===== src/rtl/vram_arbiter_pkg.sv =====
// Shared arbiter definitions: FSM encodings, port roles, and the watchdog fill word.
// Also holds the round-robin pointer advance helper.
package vera_pkg;

   typedef enum logic {
      ARB_IDLE = 1'b0,
      ARB_BUSY = 1'b1
   } arb_state_t;

   localparam int PORT_HOST = 0;
   localparam int PORT_L0   = 1;
   localparam int PORT_L1   = 2;
   localparam int PORT_SPR  = 3;

   localparam logic [31:0] ARB_TIMEOUT_DATA = 32'hDEAD_BEEF;

   // Rotation only covers ports 1..nports-1; the host never enters the ring.
   function automatic int rr_next(input int idx, input int nports);
      return (idx >= nports - 1) ? 1 : idx + 1;
   endfunction

endpackage


===== src/rtl/vram_arbiter_if.sv =====
// VRAM arbiter bus bundle: per-master strobe/ack request side plus the single slave side.
// master = renderer/host view, slave = VRAM controller view, arb = the arbiter itself.
interface vram_arbiter_if #(
   parameter int NPORTS = 4,
   parameter int ADDR_W = 18,
   parameter int DATA_W = 32
);
   logic [NPORTS-1:0]        req_strobe;
   logic [NPORTS-1:0]        req_write;
   logic [NPORTS*ADDR_W-1:0] req_addr;
   logic [NPORTS*DATA_W-1:0] req_wrdata;
   logic [NPORTS*4-1:0]      req_wrmask;
   logic [NPORTS-1:0]        req_ack;
   logic [DATA_W-1:0]        req_rddata;

   logic                     mem_strobe;
   logic                     mem_write;
   logic [ADDR_W-1:0]        mem_addr;
   logic [DATA_W-1:0]        mem_wrdata;
   logic [3:0]               mem_wrmask;
   logic [DATA_W-1:0]        mem_rddata;
   logic                     mem_ack;

   modport master (
      output req_strobe, req_write, req_addr, req_wrdata, req_wrmask,
      input  req_ack, req_rddata
   );

   modport slave (
      input  mem_strobe, mem_write, mem_addr, mem_wrdata, mem_wrmask,
      output mem_rddata, mem_ack
   );

   modport arb (
      input  req_strobe, req_write, req_addr, req_wrdata, req_wrmask,
      output req_ack, req_rddata,
      output mem_strobe, mem_write, mem_addr, mem_wrdata, mem_wrmask,
      input  mem_rddata, mem_ack
   );
endinterface


===== src/rtl/vram_arbiter_rr_pick.sv =====
// Combinational round-robin picker: first set request at or after ptr, wrapping; zero latency.
// Pure function of its inputs, no state and no backpressure of its own.
module rr_pick #(
   parameter int N     = 3,
   parameter int PTR_W = 2
) (
   input  logic [N-1:0]     req,
   input  logic [PTR_W-1:0] ptr,
   output logic [N-1:0]     grant,
   output logic             vld
);

   always_comb begin
      grant = '0;
      vld   = 1'b0;
      for (int j = 0; j < N; j++) begin
         if (!vld && req[j] && (j >= int'(ptr))) begin
            grant[j] = 1'b1;
            vld      = 1'b1;
         end
      end
      // Wrap-around pass picks up requests below the pointer.
      for (int j = 0; j < N; j++) begin
         if (!vld && req[j]) begin
            grant[j] = 1'b1;
            vld      = 1'b1;
         end
      end
   end

endmodule


===== src/rtl/vram_arbiter.sv =====
// VRAM bus arbiter: host-priority plus round-robin, one transaction in flight; grant 1 cycle after strobe, ack same cycle as mem_ack.
// Losers hold strobe until acked; optional watchdog under VRAM_ARB_WDOG_EN.
module vram_arbiter
   import vera_pkg::*;
#(
   parameter int NPORTS  = 4,
   parameter int ADDR_W  = 18,
   parameter int DATA_W  = 32,
   parameter int TIMEOUT = 255
) (
   input  logic          clk,
   input  logic          rst_n,
   vram_arbiter_if.arb   bus,
   input  logic          err_clr,
   output logic          err_timeout
);

   localparam int IDX_W = $clog2(NPORTS);
   localparam int NRR   = NPORTS - 1;

   arb_state_t        state, state_nx;
   logic [IDX_W-1:0]  grant_idx, rr_ptr, rr_off, win_idx;
   logic [NRR-1:0]    rr_grant;
   logic              rr_vld, any_req, done, wdog_hit;
   logic              sel_write;
   logic [ADDR_W-1:0] sel_addr;
   logic [DATA_W-1:0] sel_wrdata;
   logic [3:0]        sel_wrmask;

   assign any_req = |bus.req_strobe;
   assign done    = (state == ARB_BUSY) && (bus.mem_ack || wdog_hit);
   assign rr_off  = rr_ptr - IDX_W'(1);

   rr_pick #(.N(NRR), .PTR_W(IDX_W)) u_rr_pick (
      .req   (bus.req_strobe[NPORTS-1:1]),
      .ptr   (rr_off),
      .grant (rr_grant),
      .vld   (rr_vld)
   );

   always_comb begin
      win_idx = IDX_W'(PORT_HOST);
      if (rr_vld) begin
         for (int j = 0; j < NRR; j++) begin
            if (rr_grant[j]) win_idx = IDX_W'(j + 1);
         end
      end
      if (bus.req_strobe[PORT_HOST]) win_idx = IDX_W'(PORT_HOST);
   end

   always_comb begin
      sel_write  = 1'b0;
      sel_addr   = '0;
      sel_wrdata = '0;
      sel_wrmask = '0;
      for (int p = 0; p < NPORTS; p++) begin
         if (win_idx == IDX_W'(p)) begin
            sel_write  = bus.req_write[p];
            sel_addr   = bus.req_addr[p*ADDR_W +: ADDR_W];
            sel_wrdata = bus.req_wrdata[p*DATA_W +: DATA_W];
            sel_wrmask = bus.req_wrmask[p*4 +: 4];
         end
      end
   end

   always_ff @(posedge clk or negedge rst_n) begin
      if (!rst_n) state <= ARB_IDLE;
      else        state <= state_nx;
   end

   always_comb begin
      state_nx = state;
      case (state)
         ARB_IDLE: if (any_req) state_nx = ARB_BUSY;
         ARB_BUSY: if (done)    state_nx = ARB_IDLE;
         default:               state_nx = ARB_IDLE;
      endcase
   end

   always_comb begin
      bus.mem_strobe = 1'b0;
      bus.req_ack    = '0;
      bus.req_rddata = '0;
      if (state == ARB_BUSY) begin
         bus.mem_strobe = !done;
         if (done) begin
            for (int p = 0; p < NPORTS; p++) bus.req_ack[p] = (grant_idx == IDX_W'(p));
            bus.req_rddata = wdog_hit ? DATA_W'(ARB_TIMEOUT_DATA) : bus.mem_rddata;
         end
      end
   end

   // Slave-side fields are captured once at grant and held through BUSY.
   always_ff @(posedge clk or negedge rst_n) begin
      if (!rst_n) begin
         grant_idx      <= '0;
         rr_ptr         <= IDX_W'(1);
         bus.mem_write  <= 1'b0;
         bus.mem_addr   <= '0;
         bus.mem_wrdata <= '0;
         bus.mem_wrmask <= '0;
      end else begin
         if (state == ARB_IDLE && any_req) begin
            grant_idx      <= win_idx;
            bus.mem_write  <= sel_write;
            bus.mem_addr   <= sel_addr;
            bus.mem_wrdata <= sel_wrdata;
            bus.mem_wrmask <= sel_wrmask;
         end
         if (done && grant_idx != IDX_W'(PORT_HOST)) begin
            rr_ptr <= IDX_W'(rr_next(int'(grant_idx), NPORTS));
         end
      end
   end

`ifdef VRAM_ARB_WDOG_EN
   logic [7:0] wdog_cnt;

   assign wdog_hit = (state == ARB_BUSY) && !bus.mem_ack && (wdog_cnt == 8'(TIMEOUT));

   always_ff @(posedge clk or negedge rst_n) begin
      if (!rst_n) begin
         wdog_cnt    <= '0;
         err_timeout <= 1'b0;
      end else begin
         if (state == ARB_IDLE)  wdog_cnt <= '0;
         else if (!bus.mem_ack)  wdog_cnt <= wdog_cnt + 8'd1;
         if (wdog_hit)           err_timeout <= 1'b1;
         else if (err_clr)       err_timeout <= 1'b0;
      end
   end
`else
   logic unused_cfg;

   assign wdog_hit    = 1'b0;
   assign err_timeout = 1'b0;
   assign unused_cfg  = ^{err_clr, 8'(TIMEOUT)};
`endif

endmodule


===== src/flat_wrapper.sv =====
// flat-port wrapper written by rule: the top's interface ports become plain ports
module vram_arbiter_flat import vera_pkg::*;
#(
   parameter int NPORTS  = 4,
   parameter int ADDR_W  = 18,
   parameter int DATA_W  = 32,
   parameter int TIMEOUT = 255
)
  (clk, rst_n, err_clr, err_timeout, bus_req_strobe, bus_req_write, bus_req_addr, bus_req_wrdata, bus_req_wrmask, bus_req_ack, bus_req_rddata, bus_mem_strobe, bus_mem_write, bus_mem_addr, bus_mem_wrdata, bus_mem_wrmask, bus_mem_rddata, bus_mem_ack);
  vram_arbiter_if #(.NPORTS(NPORTS), .ADDR_W(ADDR_W), .DATA_W(DATA_W)) bus_i ();
  input  logic clk;
  input  logic rst_n;
  input  logic err_clr;
  output logic err_timeout;
  input wire logic [$bits(bus_i.req_strobe)-1:0] bus_req_strobe;
  input wire logic [$bits(bus_i.req_write)-1:0] bus_req_write;
  input wire logic [$bits(bus_i.req_addr)-1:0] bus_req_addr;
  input wire logic [$bits(bus_i.req_wrdata)-1:0] bus_req_wrdata;
  input wire logic [$bits(bus_i.req_wrmask)-1:0] bus_req_wrmask;
  output wire logic [$bits(bus_i.req_ack)-1:0] bus_req_ack;
  output wire logic [$bits(bus_i.req_rddata)-1:0] bus_req_rddata;
  output wire logic [$bits(bus_i.mem_strobe)-1:0] bus_mem_strobe;
  output wire logic [$bits(bus_i.mem_write)-1:0] bus_mem_write;
  output wire logic [$bits(bus_i.mem_addr)-1:0] bus_mem_addr;
  output wire logic [$bits(bus_i.mem_wrdata)-1:0] bus_mem_wrdata;
  output wire logic [$bits(bus_i.mem_wrmask)-1:0] bus_mem_wrmask;
  input wire logic [$bits(bus_i.mem_rddata)-1:0] bus_mem_rddata;
  input wire logic [$bits(bus_i.mem_ack)-1:0] bus_mem_ack;
  assign bus_i.req_strobe = bus_req_strobe;
  assign bus_i.req_write = bus_req_write;
  assign bus_i.req_addr = bus_req_addr;
  assign bus_i.req_wrdata = bus_req_wrdata;
  assign bus_i.req_wrmask = bus_req_wrmask;
  assign bus_req_ack = bus_i.req_ack;
  assign bus_req_rddata = bus_i.req_rddata;
  assign bus_mem_strobe = bus_i.mem_strobe;
  assign bus_mem_write = bus_i.mem_write;
  assign bus_mem_addr = bus_i.mem_addr;
  assign bus_mem_wrdata = bus_i.mem_wrdata;
  assign bus_mem_wrmask = bus_i.mem_wrmask;
  assign bus_i.mem_rddata = bus_mem_rddata;
  assign bus_i.mem_ack = bus_mem_ack;
  vram_arbiter #(.NPORTS(NPORTS), .ADDR_W(ADDR_W), .DATA_W(DATA_W), .TIMEOUT(TIMEOUT)) u_core (.clk(clk), .rst_n(rst_n), .bus(bus_i), .err_clr(err_clr), .err_timeout(err_timeout));
endmodule

===== config.mk =====
export PLATFORM = sky130hd
export DESIGN_NAME = vram_arbiter_flat
export DESIGN_NICKNAME = d
export VERILOG_FILES = /design/src/rtl/vram_arbiter_pkg.sv /design/src/rtl/vram_arbiter_if.sv /design/src/rtl/vram_arbiter_rr_pick.sv /design/src/rtl/vram_arbiter.sv /design/src/flat_wrapper.sv
export SDC_FILE = /design/constraint.sdc
export NUM_CORES = 1
export LEC_CHECK = 0
export ABC_AREA = 0
export CORE_AREA = 2 2 136 138
export DETAILED_ROUTE_END_ITERATION = 10
export DIE_AREA = 0 0 138 140
export PLACE_DENSITY = 0.74
export SKIP_CTS_REPAIR_TIMING = 1
export SYNTH_ARGS = -nofsm -noshare
export SYNTH_HDL_FRONTEND = slang
export SYNTH_SLANG_ARGS = --single-unit

===== constraint.sdc =====
create_clock -name clk -period 2.68 [get_ports clk]
set_input_delay 0.268 -clock clk [delete_from_list [all_inputs] [get_ports clk]]
set_output_delay 0.268 -clock clk [all_outputs]
set_load 0.1 [all_outputs]

==> results of run 1 <==
## routing by layer
| metal | up-vias | track usage [%] | routed length [µm] |
|---|---|---|---|
| met5 | - | 0 | 0 |
| met4 | 0 | 8.754 | 685 |
| met3 | 38 | 5.983 | 1744 |
| met2 | 331 | 36.22 | 10460 |
| met1 | 2753 | 25.23 | 8512 |
| li1 | 2761 | - | - |
## area by class of cell
class | count | area, µm²
fillers | 1649 | 8581
repair buffers | 379 | 4025
multi-input cells | 397 | 3058
flip-flops and latches | 60 | 1503
well taps | 229 | 286.5
clock buffers | 12 | 256.5
clock inverters | 4 | 47.55
inverters | 6 | 22.52
## power by group through the flow
stage	Combinational (µW)	Sequential, µW	Clock, µW
6_report	8550	1690	1210
3_5_place_dp	8570	1680	0
3_3_place_gp	8490	1680	0
4_1_cts	8560	1680	1250
5_1_grt	8910	1740	1280
2_1_floorplan	3060	4730	0
## worst max-delay path, cell delays in order (launching register included)
cell       delay, ps
dfstp_2          520
inv_1             40
ha_1             200
nand2b_1         160
a21oi_1          190
or2_2            240
buf_6            370
a221oi_1         130
a2111oi_0        420
## through the flow
| step | utilization (%) | hold slack [ps] | setup slack (ps) | total power [µW] |
|---|---|---|---|---|
| after global placement | 49.94 | 384.8 | -56.78 | 10170 |
| after CTS | 51.65 | 30.19 | -65.60 | 11490 |
| after floorplan | - | -27.59 | 516.2 | 7796 |
| final | 51.74 | 9.301 | 254.8 | 11440 |
| after detailed placement | 49.94 | 394.2 | -62.06 | 10250 |
| after global routing | 51.74 | 60.40 | 87.56 | 11940 |
## cell usage in the layout (no fill, tap or decap), drive strengths merged, types with 3 or more instances in the layout
| master | instances |
|---|---|
| a22oi | 12 |
| o21ai | 3 |
| nor2 | 26 |
| clkdlybuf4s50 | 256 |
| and3 | 48 |
| a2111oi | 42 |
| buf | 123 |
| a21oi | 62 |
| a31o | 12 |
| a221oi | 42 |
| ha | 7 |
| clkbuf | 12 |
| nand2 | 30 |
| nor3 | 34 |
| o22ai | 42 |
| a31oi | 13 |
| inv | 6 |
| dfrtp | 59 |
| nor2b | 10 |
## how the worst max path moves through the flow
| stage | startpoint | to | slack (ps) | depth (start not counted) |
|---|---|---|---|---|
| after floorplan | u_core.rr_ptr[0] | u_core.bus.mem_addr[0] | 520 | 9 |
| after global placement | u_core.rr_ptr[0] | u_core.bus.mem_addr[10] | -60 | 8 |
| after detailed placement | u_core.rr_ptr[0] | u_core.bus.mem_addr[10] | -60 | 8 |
| after CTS | u_core.rr_ptr[0] | u_core.bus.mem_addr[10] | -70 | 8 |
| after global routing | u_core.rr_ptr[0] | u_core.bus.mem_wrdata[25] | 90 | 8 |
| final | u_core.rr_ptr[0] | u_core.bus.mem_wrdata[26] | 250 | 8 |
## cells in the mapped netlist (all sizes together), types with 10 or more instances
cell type / number / share of area [%]
a21oi: 62 / 6.4
dfrtp: 59 / 31
and3: 48 / 6.2
a2111oi: 42 / 13
a221oi: 42 / 7.6
o22ai: 42 / 5.4
nor3: 34 / 6.5
clkbuf: 33 / 2.6
nand2: 30 / 2.4
buf: 29 / 3.3
nor2: 25 / 2.2
a31oi: 13 / 1.7
a22oi: 12 / 3.1
a31o: 12 / 2.2
nor2b: 10 / 1.3
## state kept, by name, indices dropped and copies added (netlist names)
signal / count
u_core.state: 1
u_core.bus.mem_write: 1
u_core.grant_idx: 2
u_core.bus.mem_wrdata: 32
u_core.rr_ptr: 2
u_core.bus.mem_addr: 18
u_core.bus.mem_wrmask: 4
## logic make-up (layout without fill, tap and decap cells)
kind of cell	after synthesis	after routing	share of synthesized area, %
and+or+nand+nor	153	154	19.40
DFF	60	60	31.15
buffers and inverters	68	401	6.380
adders and majority gates	7	7	1.815
AOI/OAI and AO/OA	235	235	41.18
other	1	1	0.07773
==> impl_metrics.toml, run 1 <==
[setup_path]
crit_path_end_kind = "flop"
path_class = "reg -> reg"
cp.arrival_ps = 2610
cp-start-kind = "flop"
critPathRequiredTime_ps = 2860
r2r_cells = 8
regToRegStartpoint = "u_core.rr_ptr[0]"
r2r_end = "u_core.bus.mem_wrdata[26]"
r2r_slack_ps = 250
cp_max_fo = 42

[synthesis]
postSynthCellCount = 524
yosysUniqueCellTypes = 40
async_flop_share_pct = 100.0
avgSynthCellArea_um2 = 9.207
syn-num-nets = 791
seq_area_frac_synth_pct = 31.15
synth_seq_cells = 60
yosys_most_used_dff = "dfrtp_1"
synth_warnings = 0
syn_area_um2 = 4825
synth_edf_count = 0

[floorplanning]
die_area_um2 = 19320
core_area_um2 = 17780
dieHeight_um = 140
die_w_um = 138
io_pins = 353
rows = 49
start_util_pct = 27.14

[drt]
routed_wirelength_um = 21400
viasPerCell = 5.412
drc_errors = 0
vias = 5883
first_pass_iters = 4
drtAntennaViolNets = 0
dr.first_iter.drc_count = 238
wl_per_cell_um = 19.69

[global_routing]
grt_overflow = 0
grt_pass1_vias = 6116
grt_first_pass_wirelength_um = 33010
grt_max_degree = 55
grt_use_total_pct = 21.24
antenna_found_initial = 0

[place]
dp_hpwl_um = 15670
placed_cell_area_um2 = 8880
dpl.cell_count = 1070
portBuffers = 350
routabilityCongestion = 0.8658

[sta]
hold_violations = 0
tns_ps = 0
fmax_ghz = 0.4123
slew_headroom_pct = 36.81
timing.final.crit_share_pct = 90.49
setup_viol = 0
finClkSkew_ps = 9.401
fin_crit_ps = 2425
grt_setup_unrepaired = "false"
worst_pin_slew_ps = 942.7
maxSlewViolCount = 0

[power_and_ir_drop]
clockPowerShare_pct = 10.5
p_sw_uw = 6812
p_leak_uw = 0.003659
power.share.sequential_pct = 14.7
combPwrFrac_pct = 74.7
power_density_nw_per_um2 = 1244
p_int_uw = 4630
p_sw_share_pct = 59.54
irDropWorstVdd_uv = 911.5

[clocking]
insertion_delay_ps = 330
cts_max_path_buffers = 2
clk_pin_slew_ps = 60
htree_levels = 3
clock_sinks = 60
cts_tree = "yes"
cts_buffers = 9
cts-root-buf = "clkbuf_16"

[cells_and_area]
final_cell_count_no_fill = 1087
final_nets = 1120
antenna_cells = 0
drive_gt1_share_pct = 27.04
design_area_um2 = 9199
syn2layout_area_growth_pct = 90.66

[min_path]
hp-class = "in -> async"

[run_status]
status = "finished, final reports clean"

[flow_run]
cap_violations = 0
Power figures use the tool's default switching activity.
==> run 2: changes to the inputs <==
Settings changed: CTS_CLUSTER_SIZE from default to 40, PLACE_DENSITY 0.74 to 0.68, SYNTH_HIERARCHICAL from default to 1.
==> impl_metrics.toml, run 2 <==
[power_and_ir_drop]
p_int_uw = 4179
p_sw_share_pct = 59.87
p_leak_uw = 0.003384
irDropWorstVdd_uv = 833.6
p_sw_uw = 6236
power_density_nw_per_um2 = 1268
clockPowerShare_pct = 10.9
combPwrFrac_pct = 73.0
power.share.sequential_pct = 16.1

[sta]
grt_setup_unrepaired = "false"
worst_pin_slew_ps = 741.5
slew_headroom_pct = 50.57
setup_viol = 0
whs_ps = -4.020
finClkSkew_ps = 10.58
tns_ps = 0
hold_violations = 6
timing.final.crit_share_pct = 89.83
fmax_ghz = 0.4154
maxSlewViolCount = 0
fin_crit_ps = 2407

[synthesis]
postSynthCellCount = 465
synth_common_cells = "o21ai_0 (89), dfrtp_1 (59), nand2_1 (47)"
yosys_most_used_dff = "dfrtp_1"
synth_seq_cells = 60
yosysUniqueCellTypes = 41
synth_warnings = 6
synthMostInstantiatedCell = "o21ai_0"
syn_area_um2 = 3918
syn-num-nets = 730
synthTopCellsByArea = "dfrtp_1 (38%), o21ai_0 (11%), o2bb2ai_1 (8.9%), o22ai_1 (6.4%), and3_1 (5.7%)"
avgSynthCellArea_um2 = 8.425
synth_top_cell_area_share_pct = 37.69
async_flop_share_pct = 100.0
synth_edf_count = 0
seq_area_frac_synth_pct = 38.36
yosysTopAreaCell = "dfrtp_1"

[cells_and_area]
final_nets = 1060
design_area_um2 = 8215
syn2layout_area_growth_pct = 109.7
reg.largest.list = "u_core/bus.mem_wrdata x32, u_core/bus.mem_addr x18, u_core/bus.mem_wrmask x4"
final_cell_mix = "clkdlybuf4s50_1 (257), o21ai_0 (89), buf_4 (68)"
antenna_cells = 0
fill_cells = 1749
layout_commonest_cell = "clkdlybuf4s50_1"
drive_gt1_share_pct = 17.00
final_cell_count_no_fill = 1029
top_register = "u_core/bus.mem_wrdata"
largest_reg_flops = 32

[global_routing]
grt_use_met1_pct = 23.96
use_met2_pct = 32.00
grt_first_pass_wirelength_um = 29660
grt_pass1_vias = 5260
grt_use_total_pct = 19.36
global_route.usage.met3_pct = 5.436
antenna_found_initial = 0
top_usage_layer = "met2"
grt_max_degree = 57
grt_overflow = 0

[floorplanning]
start_util_pct = 22.03
dieHeight_um = 140
die_w_um = 138
io_pins = 353
die_area_um2 = 19320
rows = 49
core_area_um2 = 17780

[setup_path]
critPathRequiredTime_ps = 2880
cp.arrival_ps = 2610
cp-start-kind = "flop"
cp_max_fo = 40
path_class = "reg -> reg"
crit_path_end_kind = "flop"

[clocking]
clock_sinks = 60
clk_pin_slew_ps = 60
cts_max_path_buffers = 2
htree_levels = 3
cts_buffers = 9
cts-root-buf = "clkbuf_16"
cts_tree = "yes"
insertion_delay_ps = 330

[run_status]
violations = "negative hold slack"
status = "finished, violations left"

[place]
dp_hpwl_um = 14190
routabilityCongestion = 0.8674
portBuffers = 350
dpl.cell_count = 1013
placed_cell_area_um2 = 7929

[drt]
wl_per_cell_um = 18.29
dr.first_iter.drc_count = 324
viasPerCell = 4.892
vias = 5034
routed_wirelength_um = 18820
drtAntennaViolNets = 0
first_pass_iters = 5
drc_errors = 0

[flow_run]
cap_violations = 0

[min_path]
hp-class = "in -> async"
[run 2: changes by cell type in the layout (fill, tap and decap cells not counted), moves of 13 or more]
cell,change
o21ai_0,+86
a21oi_1,-44
a31oi_1,-13
o2bb2ai_1,+40
nand2_1,+19
nor3_2,-30
a2111oi_2,-40
a221oi_1,-42
[run 2: area by class of cell]
| type | instances | area [µm²] | area share [%] |
|---|---|---|---|
| sequential | 60 | 1503 | 18.29 |
| clock inverter | 5 | 52.55 | 0.6397 |
| timing repair buffer | 369 | 3949 | 48.07 |
| tap | 229 | 286.5 | 3.488 |
| multi-input combinational | 350 | 2173 | 26.45 |
| clock buffer | 11 | 232.7 | 2.833 |
| inverter | 5 | 18.77 | 0.2284 |
[run 2: final timing paths]
check	startpoint	to	slack, ps	cells past startpoint
min in group clk	u_core/bus.mem_addr[8]	u_core/bus.mem_addr[8]	480	2
min	rst_n	u_core/bus.mem_wrdata[13]	-4	1
min reg2reg	u_core/bus.mem_addr[8]	u_core/bus.mem_addr[8]	480	2
max in group asynchronous	rst_n	u_core/rr_ptr[0]	1960	2
max	u_core/rr_ptr[0]	u_core/bus.mem_wrmask[0]	270	8
max reg2reg	u_core/rr_ptr[0]	u_core/bus.mem_wrmask[0]	270	8
[run 2: cells by family after synthesis]
logic type,count (synthesis),share of synthesized area (%)
multiplexers,2,0.5429
AND/OR/NAND/NOR,119,15.11
flip-flops,60,38.36
XOR/XNOR,1,0.2236
buffers and inverters,55,6.643
AO/OA/AOI/OAI,222,37.43
other,1,0.09572
adder cells (fa/ha/maj),5,1.597
[run 2: layer usage]
metal  share of wire [%]  up-vias
met2                  49      248
met3                 7.9       38
met4                 2.9        0
li1                    -     2426
met5                   0        -
met1                  41     2322
[run 2: stage by stage]
stage	power, µW	worst slack (ps)	util, %
floorplan	7018	451.0	-
global placement	9265	80.01	44.60
detailed placement	9331	16.83	44.60
CTS	10510	135.1	46.20
global route	10910	93.05	46.21
finish	10410	272.6	46.21
[run 2: worst max-delay path: stages (launching register included)]
cell	delay [ps]
dfstp_2	530
xnor2_1	210
nor3b_1	100
o31a_1	360
or2_1	240
o21a_1	200
buf_12	170
o2bb2ai_1	290
o21ai_0	130
[run 2: power groups by stage]
stage	logic, µW	clock network, µW	registers [µW]
global placement	7600	0	1670
detailed placement	7650	0	1680
floorplan	2360	0	4660
CTS	7640	1180	1680
global route	7950	1210	1750
finish	7600	1140	1680
==> run 3: changes to the inputs <==
Settings changed: HOLD_SLACK_MARGIN from default to 0.08.
==> impl_metrics.toml, run 3 (synthesis gave the netlist of run 2 again) <==
[sta]
finClkSkew_ps = 10.35
fmax_ghz = 0.4191
grt_setup_unrepaired = "false"
hold_violations = 0
worst_pin_slew_ps = 741.4
maxSlewViolCount = 0
timing.final.crit_share_pct = 89.03
tns_ps = 0
setup_viol = 0
slew_headroom_pct = 50.57
fin_crit_ps = 2386

[setup_path]
r2r_slack_ps = 290
cp_max_fo = 40
crit_path_end_kind = "flop"
regToRegStartpoint = "u_core/rr_ptr[0]"
cpPeakStageDelay_ps = 530
slowest_stage = "dfstp_2"
r2r_cells = 8
path_class = "reg -> reg"
r2r_end = "u_core/bus.mem_wrmask[0]"
critPathRequiredTime_ps = 2890
crit_chain = "xnor2_1 > nor3b_1 > o31a_1 > or2_1 > o21a_1 > buf_12 > o2bb2ai_1 > o21ai_0"
cp-start-kind = "flop"
crit_end = "u_core/bus.mem_wrmask[0]"
cp.arrival_ps = 2590
crit_start = "u_core/rr_ptr[0]"

[drt]
drc_errors = 0
viasPerCell = 4.907
routed_wirelength_um = 18770
first_pass_iters = 5
vias = 5054
wl_per_cell_um = 18.22
drtAntennaViolNets = 0
dr.first_iter.drc_count = 302

[place]
dp_hpwl_um = 14190
dpl.cell_count = 1013
portBuffers = 350
routabilityCongestion = 0.8674

[cells_and_area]
antenna_cells = 0
reg.largest.list = "u_core/bus.mem_wrdata x32, u_core/bus.mem_addr x18, u_core/bus.mem_wrmask x4"
final_cell_count_no_fill = 1030
top_register = "u_core/bus.mem_wrdata"
layout_commonest_cell = "clkdlybuf4s50_1"
drive_gt1_share_pct = 16.98
final_nets = 1061
final_cell_mix = "clkdlybuf4s50_1 (257), o21ai_0 (89), buf_4 (68)"
syn2layout_area_growth_pct = 110.0
largest_reg_flops = 32

[global_routing]
grt_first_pass_wirelength_um = 29660
grt_max_degree = 57
grt_overflow = 0
grt_use_total_pct = 19.36
antenna_found_initial = 0
grt_pass1_vias = 5260

[floorplanning]
io_pins = 353
core_area_um2 = 17780
start_util_pct = 22.03
dieHeight_um = 140
rows = 49
die_area_um2 = 19320
die_w_um = 138

[flow_run]
cap_violations = 0

[clocking]
htree_levels = 3
cts_tree = "yes"
cts-root-buf = "clkbuf_16"
clock_sinks = 60
cts_buffers = 9
insertion_delay_ps = 330
clk_pin_slew_ps = 60
cts_max_path_buffers = 2

[power_and_ir_drop]
irDropWorstVdd_uv = 833.6
power_density_nw_per_um2 = 1265
p_leak_uw = 0.003388

[run_status]
status = "finished, final reports clean"

[min_path]
hp-class = "reg -> reg"
-- run 3: worst min-delay path by stage --
stage                     cells past startpoint                 startpoint                         to
final                                         2     u_core/bus.mem_addr[8]     u_core/bus.mem_addr[8]
after global routing                          2  u_core/bus.mem_wrdata[27]  u_core/bus.mem_wrdata[27]
after global placement                        1                      rst_n  u_core/bus.mem_wrdata[10]
after detailed placement                      1                      rst_n  u_core/bus.mem_wrdata[10]
after floorplan                               0                      rst_n     u_core/bus.mem_addr[0]
after CTS                                     1                      rst_n  u_core/bus.mem_wrdata[10]
-- run 3: layout make-up --
cell class,instances,area (µm²)
sequential,60,1503
inverter,5,18.77
fill,1748,9554
multi-input combinational,350,2173
clock buffer,11,232.7
timing repair buffer,370,3959
tap,229,286.5
clock inverter,5,52.55
-- run 3: metal layers --
metal | global-route usage, % | vias up | wire length (µm)
met4 | 7.680 | 0 | 547
met1 | 23.96 | 2334 | 7586
met3 | 5.436 | 37 | 1490
met2 | 32.00 | 257 | 9143
met5 | 0 | - | 0
li1 | - | 2426 | -
-- run 3: metrics by stage --
stage | worst slack [ps] | util, % | hold slack (ps) | power (µW) | area, µm²
after floorplan | 451.0 | - | -27.59 | 7018 | 3918
after global placement | 80.01 | 44.60 | 359.2 | 9265 | 7929
after detailed placement | 16.83 | 44.60 | 371.6 | 9331 | 7929
after CTS | 135.1 | 46.20 | 1.965 | 10510 | 8214
after global routing | 93.05 | 46.26 | 497.6 | 10910 | 8225
final | 294.1 | 46.26 | 475.3 | 10410 | 8225
-- run 3: power by group --
| part | internal, µW | total, µW | switching [µW] |
|---|---|---|---|
| Combinational | 2090 | 7600 | 5500 |
| Clock | 715 | 1140 | 422 |
| Sequential | 1370 | 1680 | 301 |
| Total | 4180 | 10400 | 6230 |
-- run 3: critical path: cells and delay by family (launching register included) --
family	cells	cell delay (ps)
AOI/OAI and AO/OA	4	970
DFF	1	530
and+or+nand+nor	2	340
xor gates and xnor gates	1	200
buffers and inverters	1	170
